$ cat src/rtl/ula_pkg.sv
// Shared definitions for the ULA operation sequencer: opcodes, default
// widths and the sequencer state encoding.
package ula_pkg;

  localparam int DEFAULT_WIDTH = 8;
  localparam int DEFAULT_OPW   = 2;

  localparam logic [1:0] OP_ADD  = 2'd0;
  localparam logic [1:0] OP_SUB  = 2'd1;
  localparam logic [1:0] OP_SHL  = 2'd2;
  localparam logic [1:0] OP_NAND = 2'd3;

  typedef enum logic [1:0] {
    ST_IDLE = 2'd0,
    ST_EXEC = 2'd1,
    ST_DONE = 2'd2
  } state_t;

endpackage

$ cat src/rtl/ula_seq_if.sv
// Bundle of the sequencer's upstream instruction handshake, the ULA
// operand/result bus and the downstream result handshake.
// slave  : the sequencer side.
// master : the environment (instruction source, ULA, result consumer).
interface ula_seq_if import ula_pkg::*; #(
  parameter int WIDTH = DEFAULT_WIDTH,
  parameter int OPW   = DEFAULT_OPW
);
  logic             in_valid;
  logic             in_ready;
  logic [OPW-1:0]   in_op;
  logic [WIDTH-1:0] in_a;
  logic [WIDTH-1:0] in_b;
  logic             in_use_acc;
  logic [OPW-1:0]   alu_op;
  logic [WIDTH-1:0] alu_a;
  logic [WIDTH-1:0] alu_b;
  logic [WIDTH-1:0] alu_r;
  logic             alu_status_d;
  logic             out_valid;
  logic             out_ready;
  logic [WIDTH-1:0] out_r;
  logic             out_zero;
  logic             out_status;
  logic [WIDTH-1:0] acc;

  modport slave (
    input  in_valid, in_op, in_a, in_b, in_use_acc, alu_r, alu_status_d, out_ready,
    output in_ready, alu_op, alu_a, alu_b, out_valid, out_r, out_zero, out_status, acc
  );

  modport master (
    output in_valid, in_op, in_a, in_b, in_use_acc, alu_r, alu_status_d, out_ready,
    input  in_ready, alu_op, alu_a, alu_b, out_valid, out_r, out_zero, out_status, acc
  );
endinterface

$ cat src/rtl/ula_seq_capture.sv
// Result capture registers: ULA result, status bit, zero flag and the
// accumulator, all loaded together at the end of the execute cycle.
module ula_seq_capture import ula_pkg::*; #(
  parameter int WIDTH = DEFAULT_WIDTH
) (
  input  logic             clk,
  input  logic             rst,
  input  logic             load,
  input  logic [WIDTH-1:0] alu_r,
  input  logic             alu_status_d,
  output logic [WIDTH-1:0] out_r,
  output logic             out_zero,
  output logic             out_status,
  output logic [WIDTH-1:0] acc
);
  // The accumulator always equals the last captured result, so one
  // register serves both outputs.
  logic [WIDTH-1:0] result_q, result_d;
  logic             zero_q, zero_d;
  logic             status_q, status_d;

  // Next-state: load a fresh capture, otherwise hold.
  always_comb begin
    result_d = result_q;
    zero_d   = zero_q;
    status_d = status_q;
    if (load) begin
      result_d = alu_r;
      zero_d   = (alu_r == '0);
      status_d = alu_status_d;
    end
  end

  // Capture registers; a cleared result is zero, so the zero flag resets high.
  always_ff @(posedge clk) begin
    if (rst) begin
      result_q <= '0;
      zero_q   <= 1'b1;
      status_q <= 1'b0;
    end else begin
      result_q <= result_d;
      zero_q   <= zero_d;
      status_q <= status_d;
    end
  end

  assign out_r      = result_q;
  assign acc        = result_q;
  assign out_zero   = zero_q;
  assign out_status = status_q;
endmodule

$ cat src/rtl/ula_seq.sv
// Operation sequencer around the 8-bit ULA: registers one instruction at a
// time onto the ULA inputs, captures the result one cycle later and offers
// it downstream. Back-to-back issue from DONE gives one op per two cycles.
// Optional statistics counters are built when ULA_SEQ_STATS_EN is defined.
module ula_seq import ula_pkg::*; #(
  parameter int WIDTH = DEFAULT_WIDTH,
  parameter int OPW   = DEFAULT_OPW
) (
  input  logic        clk,
  input  logic        rst,
  ula_seq_if.slave    bus
`ifdef ULA_SEQ_STATS_EN
  ,
  output logic [15:0] op_count,
  output logic [15:0] zero_count
`endif
);
  state_t           state_q, state_d;
  logic [OPW-1:0]   alu_op_q, alu_op_d;
  logic [WIDTH-1:0] alu_a_q, alu_a_d;
  logic [WIDTH-1:0] alu_b_q, alu_b_d;
  logic             in_ready;
  logic             out_valid;
  logic             accept;
  logic             capture_load;
  logic [WIDTH-1:0] out_r;
  logic             out_zero;
  logic             out_status;
  logic [WIDTH-1:0] acc;

  // Next-state, handshake outputs and instruction latch.
  always_comb begin
    state_d      = state_q;
    alu_op_d     = alu_op_q;
    alu_a_d      = alu_a_q;
    alu_b_d      = alu_b_q;
    in_ready     = 1'b0;
    out_valid    = 1'b0;
    capture_load = 1'b0;
    case (state_q)
      ST_IDLE: in_ready = 1'b1;
      ST_EXEC: begin
        capture_load = 1'b1;
        state_d      = ST_DONE;
      end
      ST_DONE: begin
        out_valid = 1'b1;
        in_ready  = bus.out_ready;
        if (bus.out_ready) state_d = ST_IDLE;
      end
      default: state_d = ST_IDLE;
    endcase
    accept = in_ready && bus.in_valid;
    // acc is already the presented result when accepting from DONE
    if (accept) begin
      alu_op_d = bus.in_op;
      alu_a_d  = bus.in_use_acc ? acc : bus.in_a;
      alu_b_d  = bus.in_b;
      state_d  = ST_EXEC;
    end
  end

  // State and ULA operand registers.
  always_ff @(posedge clk) begin
    if (rst) begin
      state_q  <= ST_IDLE;
      alu_op_q <= '0;
      alu_a_q  <= '0;
      alu_b_q  <= '0;
    end else begin
      state_q  <= state_d;
      alu_op_q <= alu_op_d;
      alu_a_q  <= alu_a_d;
      alu_b_q  <= alu_b_d;
    end
  end

  ula_seq_capture #(.WIDTH(WIDTH)) u_capture (
    .clk          (clk),
    .rst          (rst),
    .load         (capture_load),
    .alu_r        (bus.alu_r),
    .alu_status_d (bus.alu_status_d),
    .out_r        (out_r),
    .out_zero     (out_zero),
    .out_status   (out_status),
    .acc          (acc)
  );

  assign bus.in_ready   = in_ready;
  assign bus.out_valid  = out_valid;
  assign bus.alu_op     = alu_op_q;
  assign bus.alu_a      = alu_a_q;
  assign bus.alu_b      = alu_b_q;
  assign bus.out_r      = out_r;
  assign bus.out_zero   = out_zero;
  assign bus.out_status = out_status;
  assign bus.acc        = acc;

`ifdef ULA_SEQ_STATS_EN
  logic        out_fire;
  logic [15:0] op_count_q, op_count_d;
  logic [15:0] zero_count_q, zero_count_d;

  // Saturating counts of output handshakes and of zero results among them.
  always_comb begin
    op_count_d   = op_count_q;
    zero_count_d = zero_count_q;
    out_fire     = out_valid && bus.out_ready;
    if (out_fire && (op_count_q != 16'hFFFF)) op_count_d = op_count_q + 16'd1;
    if (out_fire && out_zero && (zero_count_q != 16'hFFFF)) zero_count_d = zero_count_q + 16'd1;
  end

  // Counter registers.
  always_ff @(posedge clk) begin
    if (rst) begin
      op_count_q   <= '0;
      zero_count_q <= '0;
    end else begin
      op_count_q   <= op_count_d;
      zero_count_q <= zero_count_d;
    end
  end

  assign op_count   = op_count_q;
  assign zero_count = zero_count_q;
`endif
endmodule
$ cat src/flat_wrapper.sv
// flat-port wrapper written by rule: the top's interface ports become plain ports
module ula_seq_flat import ula_pkg::*;
#(
  parameter int WIDTH = DEFAULT_WIDTH,
  parameter int OPW   = DEFAULT_OPW
)
  (clk, rst, bus_in_valid, bus_in_op, bus_in_a, bus_in_b, bus_in_use_acc, bus_alu_r, bus_alu_status_d, bus_out_ready, bus_in_ready, bus_alu_op, bus_alu_a, bus_alu_b, bus_out_valid, bus_out_r, bus_out_zero, bus_out_status, bus_acc);
  ula_seq_if #(.WIDTH(WIDTH), .OPW(OPW)) bus_i ();
  input  logic clk;
  input  logic rst;
  input wire logic [$bits(bus_i.in_valid)-1:0] bus_in_valid;
  input wire logic [$bits(bus_i.in_op)-1:0] bus_in_op;
  input wire logic [$bits(bus_i.in_a)-1:0] bus_in_a;
  input wire logic [$bits(bus_i.in_b)-1:0] bus_in_b;
  input wire logic [$bits(bus_i.in_use_acc)-1:0] bus_in_use_acc;
  input wire logic [$bits(bus_i.alu_r)-1:0] bus_alu_r;
  input wire logic [$bits(bus_i.alu_status_d)-1:0] bus_alu_status_d;
  input wire logic [$bits(bus_i.out_ready)-1:0] bus_out_ready;
  output wire logic [$bits(bus_i.in_ready)-1:0] bus_in_ready;
  output wire logic [$bits(bus_i.alu_op)-1:0] bus_alu_op;
  output wire logic [$bits(bus_i.alu_a)-1:0] bus_alu_a;
  output wire logic [$bits(bus_i.alu_b)-1:0] bus_alu_b;
  output wire logic [$bits(bus_i.out_valid)-1:0] bus_out_valid;
  output wire logic [$bits(bus_i.out_r)-1:0] bus_out_r;
  output wire logic [$bits(bus_i.out_zero)-1:0] bus_out_zero;
  output wire logic [$bits(bus_i.out_status)-1:0] bus_out_status;
  output wire logic [$bits(bus_i.acc)-1:0] bus_acc;
  assign bus_i.in_valid = bus_in_valid;
  assign bus_i.in_op = bus_in_op;
  assign bus_i.in_a = bus_in_a;
  assign bus_i.in_b = bus_in_b;
  assign bus_i.in_use_acc = bus_in_use_acc;
  assign bus_i.alu_r = bus_alu_r;
  assign bus_i.alu_status_d = bus_alu_status_d;
  assign bus_i.out_ready = bus_out_ready;
  assign bus_in_ready = bus_i.in_ready;
  assign bus_alu_op = bus_i.alu_op;
  assign bus_alu_a = bus_i.alu_a;
  assign bus_alu_b = bus_i.alu_b;
  assign bus_out_valid = bus_i.out_valid;
  assign bus_out_r = bus_i.out_r;
  assign bus_out_zero = bus_i.out_zero;
  assign bus_out_status = bus_i.out_status;
  assign bus_acc = bus_i.acc;
  ula_seq #(.WIDTH(WIDTH), .OPW(OPW)) u_core (.clk(clk), .rst(rst), .bus(bus_i));
endmodule
$ cat config.mk
export PLATFORM = sky130hd
export DESIGN_NAME = ula_seq_flat
export DESIGN_NICKNAME = d
export VERILOG_FILES = /design/src/rtl/ula_pkg.sv /design/src/rtl/ula_seq_if.sv /design/src/rtl/ula_seq_capture.sv /design/src/rtl/ula_seq.sv /design/src/flat_wrapper.sv
export SDC_FILE = /design/constraint.sdc
export NUM_CORES = 1
export LEC_CHECK = 0
export BUFFER_PORTS_ARGS = -buffer_cell sky130_fd_sc_hd__buf_2
export CORE_MARGIN = 4
export CORE_UTILIZATION = 38
export DETAILED_ROUTE_END_ITERATION = 10
export PLACE_DENSITY = 0.74
export REMOVE_ABC_BUFFERS = 1
export SYNTH_ARGS = -nofsm -noshare
export SYNTH_HDL_FRONTEND = slang
export SYNTH_SLANG_ARGS = --single-unit
$ cat constraint.sdc
create_clock -name clk -period 1.1 [get_ports clk]
set_input_delay 0.055 -clock clk [delete_from_list [all_inputs] [get_ports clk]]
set_output_delay 0.055 -clock clk [all_outputs]
set_load 0.05 [all_outputs]
After elaboration in Yosys (flattened, before gate mapping)
Cells that the tools add are included.
- eq/ne operators: 5
- mux-type cells: 7
- bitwise logic cells: 1
- reductions and logical operators: 6
- operators with widths (kind ; number):
    $logic_not 8->1 ; 1
    $mux 8 ; 1
    $pmux 2 s3 ; 1
    $reduce_and 2->1 ; 2
    $mux 1 ; 3
    $ne 3x2->1 const B ; 1
    $eq 2x1->1 const B ; 1
    $eq 2x2->1 const B ; 1
    $logic_not 2->1 ; 1
    $mux 2 ; 1
    $ne 2x1->1 const B ; 1
    $ne 2x2->1 const B ; 1
    $pmux 1 s2 ; 1
    $reduce_or 2->1 ; 1
    $logic_and 1x1->1 ; 1
    $not 1->1 ; 1
- register bits: 30
- input port bits: 32
- output and inout port bits: 38
- word-level logic and storage cells: 27

Longest topological paths before layout
Gate-level depths: netlist of the first run.
- depth after elaboration: 5
- gate-level depth with buffers: 5
- mapped depth without buffers: 4

Modules after synthesis
From an unflattened synthesis of the first run, not the netlist that was laid out.
- cell total of the unflattened synthesis: 103
- area total of the unflattened synthesis: 1223.7 um^2
- modules (own cells, without submodules) (module ; instances ; cells an instance ; area each (um^2) ; sequential area each (um^2)):
    ula_seq ; 1 ; 61 ; 782.0 ; 400.4
    ula_seq_capture ; 1 ; 42 ; 441.7 ; 200.2

Least setup slack after synthesis of the first run
No wires, ideal clock.
- path type: flip-flop to output port
- start: reg u_core.state_q[1]
- end: out bus_in_ready
- data arrival time: 1078 ps
- required time: 1045 ps
- path slack: -33 ps
- stages on the path, launching flop included: 3
- path buffers: 0
- path through: dfxtp_1 nor2b_1 nor2_1
- word-level cells in the longest chain between the ends: 2
- elaborated cells on any way between the ends: 3
- RTL lines (what ; line ; text):
    start: declaration ; ula_seq.sv:18 ; state_t state_q, state_d;
    start signal: assignment ; ula_seq.sv:71 ; state_q <= state_d;
    $eq 2x2->1 or $logic_not 2->1 (tied branches) ; ula_seq.sv:40 ; case (state_q)
    $pmux 1 s2 * ; ula_seq.sv:40 ;
    end: declaration ; flat_wrapper.sv:19 ; output wire logic [$bits(bus_i.in_ready)-1:0] bus_in_ready;
Mark *: on every way between the ends. The rest lies on a longest branch, timed or not.

Worst setup path in the final report of the first run
Same ends and word-level chain as after synthesis.

==> impl_results.md, run 1 <==
- Relative slew margins: 79.6%
- Avg WL per Cell: 15.2 um
- Area contributors post-synth: dfxtp_1 51%, a22o_1 7.5%, mux2i_1 6.8%, nand2_1 6.1%, o2bb2ai_1 6.0%
- Final worst slack: -0.0968 ns
- Area after DPL: 0.00153 mm2
- Post-route DRC: 0
- Row cnt: 19
- Via count: 1209
- Clock skew: 0.00168 ns
- Final instance area: 0.00191 mm2
- Drt pass-1 iters: 4
- Ys async rst share: 0%
- Ant. Diodes: 0
- Most numerous cell in the Yosys netlist: dfxtp_1
- Routed Antenna Nets: 0
- Max Cap Viol: 0
- Hold depth: 3
- Post-synth EDFFs: 0
- Post-synth top area cell: dfxtp_1
- First-pass GRT wire length: 5710 um
- Fin nets: 239
- Internal power: 1.73 mW
- Netlist cell types: 21
- Root Driver: clkbuf_4
- Clock Sinks: 30
- Reg power frac: 45.8%
- Vias in the first global route: 1199
- Die height: 63.5 um
- Hold Crit Class: input pin to flop
- Sw power: 0.877 mW
- Die ar.: 0.00404 mm2
- Combinational power share: 27.6%
- Required @ worst endpoint: 1.04 ns
- Final Cycle Share: 109%
- Syn Inst Count: 114
- Slew @ Worst Pin: 0.304 ns
- Hold Vio Cnt, Final: 3
- Clock Latency Late Sink: 0.34 ns
- Effective utilization at floorplan: 41.1%
- CTS tree: yes
- First DRT Iteration DRCs: 49
- CP endpoint kind: primary output
- Total setup violations reported at the end of the flow: 6
- Max Transition Viols Final: 0
- Total power: 2.60 mW
- Final RePlAce weighted congestion: 0.734
- Post-synthesis sequential area ratio: 51.2%
- Yosys warnings: 0
- Top sig layer: met4
- Fmax: 0.836 GHz
- Syn avg cell area: 10.3 um2
- Drt total wl: 3630 um
- Met2 WL: 1840 um
- Post-Syn Area: 0.00117 mm2
- Total negative slack: -0.188 ns
- Area Overhead vs Synth: 63.1%
- Worst reg2reg path depth: 5
- Top cell type's share of synthesized area: 51.2%
- Type of the worst setup path: flop to primary output
- Startpoint Class: flop
- Layout cells sized above 1: 48.6%
- Routed wl met3: 245 um
- Yosys reg bits: 30
- Power share of the clock group: 26.6%
- H-tree levels: 2
- Leak: 0.921 nW
- Worst VDD drop: 735 uV
- Clk slew on worst S/H paths: 0.09 ns
- Remaining Overflow, GRT: 0
- Sw Ratio: 33.7%
- RSZ-0062 raised after global routing: true
- Failing checks: hold timing, setup timing
- GRT Util Overall: 18.1%
- Fin crit period: 1.20 ns
- Initial antenna violation count: 0
- Die Width: 63.5 um
- Hold slack: -0.00681 ns
- Largest net degree at the start of global routing: 19
- Cts bufs inserted: 5
- Wire length on met1: 1390 um
- Status: finished, violations left
- Commonest cells in the netlist: 30 x dfxtp_1, 19 x nand2_1, 10 x a21oi_1, 10 x a22o_1, 9 x buf_4
- Core area: 0.00285 mm2
- I/O pins: 70
- Final Util: 67.0%
- Post-DP HPWL: 2330 um
- Worst Path Arrival: 1.14 ns
- Top FF cell, synth: dfxtp_1
- CP max FO: 3
- PwrDens: 1360 mW/mm2
- Max Buffers Root-to-Sink: 2
- Input/output buffers: 69
- Vias/cell: 5.06
-- state kept, by name, summed over array words and instances, names as in the netlist --
signal,cells
u_core.bus.alu_b,8
u_core.state_q,2
u_core.bus.alu_op,2
u_core.u_capture.acc,8
u_core.u_capture.out_status,1
u_core.u_capture.out_zero,1
u_core.bus.alu_a,8
-- timing repair --
action / CTS / global route
hold endpoints to repair: 21 / 0
gates resized for setup: 9 / 23
cloned: 0 / 1
setup endpoints to repair: 12 / 30
pin swaps: 4 / 6
hold buffers: 21 / 0
setup buffers: 2 / 2
-- per-layer routing --
metal,track usage (%),vias to the layer above
li1,-,582
met2,31.3,54
met3,4.80,16
met5,0,-
met1,19.6,557
met4,10.5,0
-- path summary, 6_finish.rpt --
check,from,to,slack [ns]
max,u_core.state_q[1],bus_in_ready,-0.1
min,bus_in_a[4],u_core.bus.alu_a[4],-0.007
max reg2reg,u_core.state_q[1],u_core.bus.alu_b[2],0
min reg2reg,u_core.bus.alu_a[4],u_core.bus.alu_a[4],0.46
-- cells by family (layout without fill, tap and decap cells) --
kind of cell | after synthesis | in the layout | share of synthesized area (%)
compound gates | 30 | 30 | 19.5
buf+inv | 15 | 109 | 8.43
mux | 8 | 8 | 6.83
flops | 30 | 30 | 51.2
simple gates | 31 | 31 | 14.0
-- metrics by stage --
step | setup slack (ns) | cells
finish | -0.0968 | 239
global route | -0.133 | 239
CTS | -0.165 | 237
detailed placement | -0.0153 | 207
global placement | 0.0386 | 207
floorplan | -0.213 | 100
-- placed cells by master, fill, tap and decap left out, drive strengths merged --
cell type	n
dfxtp	30
nand3	1
a21oi	11
o21ai	1
nor2	1
nand2	19
nor4	2
buf	69
dlygate4sd3	21
clkinv	1
mux2i	8
o2bb2ai	8
a22o	10
nand2b	2
clkbuf	17
nor2b	5
nand3b	1
inv	1
-- critical path: stages (launching register included) --
cell	delay, ns
dfxtp_2	0.33
buf_6	0.11
nor2b_4	0.11
nor2_2	0.09
buf_6	0.16
-- power groups by stage --
stage / clock, mW / combinational (mW) / sequential (mW)
detailed placement: 0 / 0.607 / 1.22
floorplan: 0 / 0.140 / 1.47
CTS: 0.693 / 0.680 / 1.19
finish: 0.692 / 0.718 / 1.19
global placement: 0 / 0.598 / 1.21
global route: 0.755 / 0.757 / 1.20
-- layout make-up --
cell class | count | area, um2
Fill cell | 229 | 941
Multi-Input combinational cell | 69 | 514
Clock buffer | 7 | 55.1
Inverter | 1 | 3.75
Sequential cell | 30 | 603
Tap cell | 31 | 38.8
Timing Repair Buffer | 100 | 692
Clock inverter | 1 | 5.00
(Power assumes the default switching activity.)
==> run 2: changes to the inputs <==
--- a/config.mk
+++ b/config.mk
@@ -6,10 +6,12 @@
 export NUM_CORES = 1
 export LEC_CHECK = 0
 export BUFFER_PORTS_ARGS = -buffer_cell sky130_fd_sc_hd__buf_2
+export CELL_PAD_IN_SITES_DETAIL_PLACEMENT = 0
+export CELL_PAD_IN_SITES_GLOBAL_PLACEMENT = 1
 export CORE_MARGIN = 4
-export CORE_UTILIZATION = 38
+export CORE_UTILIZATION = 27
 export DETAILED_ROUTE_END_ITERATION = 10
-export PLACE_DENSITY = 0.74
+export PLACE_DENSITY_LB_ADDON = 0.1
 export REMOVE_ABC_BUFFERS = 1
 export SYNTH_ARGS = -nofsm -noshare
 export SYNTH_HDL_FRONTEND = slang
==> constraint.sdc (replaced) <==
create_clock -name clk -period 1.1 [get_ports clk]
set_input_delay 0.11 -clock clk [delete_from_list [all_inputs] [get_ports clk]]
set_output_delay 0.11 -clock clk [all_outputs]
set_load 0.05 [all_outputs]
==> impl_results.md, run 2 (synthesis results as in run 1) <==
- Status: finished, violations left
- Failing checks: setup timing
- Post-DP HPWL: 2490 um
- Layout Cells excl Fill: 236
- Vias in the first global route: 1065
- First DRT Iteration DRCs: 36
- Layout cells sized above 1: 52.2%
- Hold Path Origin: bus_in_b[5]
- Hold slack: 0.0400 ns
- Routed Antenna Nets: 0
- CP endpoint kind: primary output
- Most frequent cells in the layout: 63 x buf_2, 28 x dfxtp_1, 19 x nand2_1, 10 x a22o_1, 9 x a21oi_1
- R2R Path End: u_core.bus.alu_b[2]
- Startpoint Class: flop
- CTS tree: yes
- GRT Util Overall: 12.2%
- Post-route DRC: 0
- Type of the worst setup path: flop to primary output
- Crit-path cells: buf_4 -> nor2b_1 -> buf_6
- Clk slew on worst S/H paths: 0.06 ns
- Hold-fix buffers, CTS: 0
- Max Transition Viols Final: 0
- Crit path max-delay cell type: dfxtp_2
- Row cnt: 23
- Max Cap Viol: 0
- I/O pins: 70
- Slew @ Worst Pin: 0.328 ns
- Max Buffers Root-to-Sink: 2
- Hold depth: 2
- Total setup violations reported at the end of the flow: 2
- Final Cycle Share: 108%
- Reg2reg start: u_core.state_q[1]
- Root Driver: clkbuf_8
- Placed insts: 226
- Clock Latency Late Sink: 0.28 ns
- Worst Path Arrival: 1.07 ns
- PwrDens: 1550 mW/mm2
- Ant. Diodes: 0
- Final RePlAce weighted congestion: 0.677
- Final worst slack: -0.0839 ns
- Die Width: 73.9 um
- Effective utilization at floorplan: 28.7%
- Leak: 0.842 nW
- Clock Sinks: 30
- CP max FO: 5
- Worst path buffer plus inverter count: 2
- RSZ-0062 raised after global routing: true
- First-pass GRT wire length: 5020 um
- Worst VDD drop: 746 uV
- Initial antenna violation count: 0
- Worst reg2reg path depth: 5
- Largest net degree at the start of global routing: 19
- Area Overhead vs Synth: 45.7%
- Cts bufs inserted: 5
- Hold Vio Cnt, Final: 0
- Drt pass-1 iters: 4
- Hold Crit Class: input pin to flop
- H-tree levels: 2
- Core area: 0.00409 mm2
- Remaining Overflow, GRT: 0
- Required @ worst endpoint: 0.99 ns
- Input/output buffers: 69
- Relative slew margins: 77.9%
- Crit-path max cell delay: 0.35 ns
- Via count: 1067
- Fmax: 0.845 GHz
- WHS Endpoint: u_core.bus.alu_b[5]
- Die ar.: 0.00546 mm2
- Cell family with most CP delay: flip-flops
- Fin nets: 218
- Drt total wl: 3240 um
- Commonest non-fill, non-tap cell in the layout: buf_2
- Die height: 73.9 um
- Reg-to-reg setup timing slack: 0.01 ns
- Fin crit period: 1.18 ns
- Vias/cell: 4.52
- Fillers: 426
- Avg WL per Cell: 13.7 um
- Clock skew: 0.00117 ns
## run 2: changes by cell type in the layout (fill, tap and decap cells not counted), moves of 2 or more
cell           delta
a21oi_2           -2
dlygate4sd3_1    -21
buf_2             +6
a21oi_1           +2
clkbuf_4         -11
clkbuf_8          +4
## run 2: area by class of cell
cell class	instances	area (um2)	share of cell area, %
clock buffers	5	68.8	4.03
clock inverters	2	10.0	0.586
inverters	1	3.75	0.220
multi-input cells	69	497	29.1
flip-flops and latches	30	603	35.3
well taps	50	62.6	3.66
repair buffers	79	463	27.1
## run 2: what timing repair did
action,4_1_cts,5_1_grt
endpoints found under the setup margin,12,28
gates cloned,0,1
setup buffers,2,1
pin swaps,1,8
resized for setup,9,12
## run 2: power by group
part	switching, mW	internal [mW]	total, mW
clock	0.387	0.423	0.810
combinational	0.431	0.208	0.639
sequential	0.0404	1.15	1.19
## run 2: layer usage
layer / share of wire (%) / wire length [um] / GRT usage [%] / vias to the layer above
li1: - / - / - / 536
met1: 42 / 1360 / 14.4 / 480
met2: 46 / 1490 / 19.3 / 43
met3: 9.5 / 307 / 3.97 / 8
met4: 2.2 / 71 / 6.64 / 0
met5: 0 / 0 / 0 / -
## run 2: through the flow
step           util (%)  power, mW  setup TNS [ns]  setup slack [ns]  area [um2]
2_1_floorplan         -       1.61           -3.14            -0.213        1080
3_3_place_gp       37.9       1.82               0            0.0220        1550
3_5_place_dp       37.9       1.83          -0.239           -0.0302        1550
4_1_cts            40.9       2.67          -0.238            -0.141        1670
5_1_grt            41.8       2.77          -0.854            -0.128        1710
6_report           41.8       2.64          -0.154           -0.0839        1710
## run 2: worst max-delay path by stage
stage / cells past startpoint / from / end
2_1_floorplan: 2 / u_core.u_capture.acc[0] / u_core.bus.alu_a[0]
3_3_place_gp: 4 / u_core.state_q[0] / u_core.bus.alu_b[3]
3_5_place_dp: 4 / u_core.state_q[0] / u_core.bus.alu_b[4]
4_1_cts: 4 / u_core.state_q[1] / bus_in_ready
5_1_grt: 4 / u_core.state_q[1] / bus_in_ready
6_report: 3 / u_core.state_q[0] / bus_out_valid
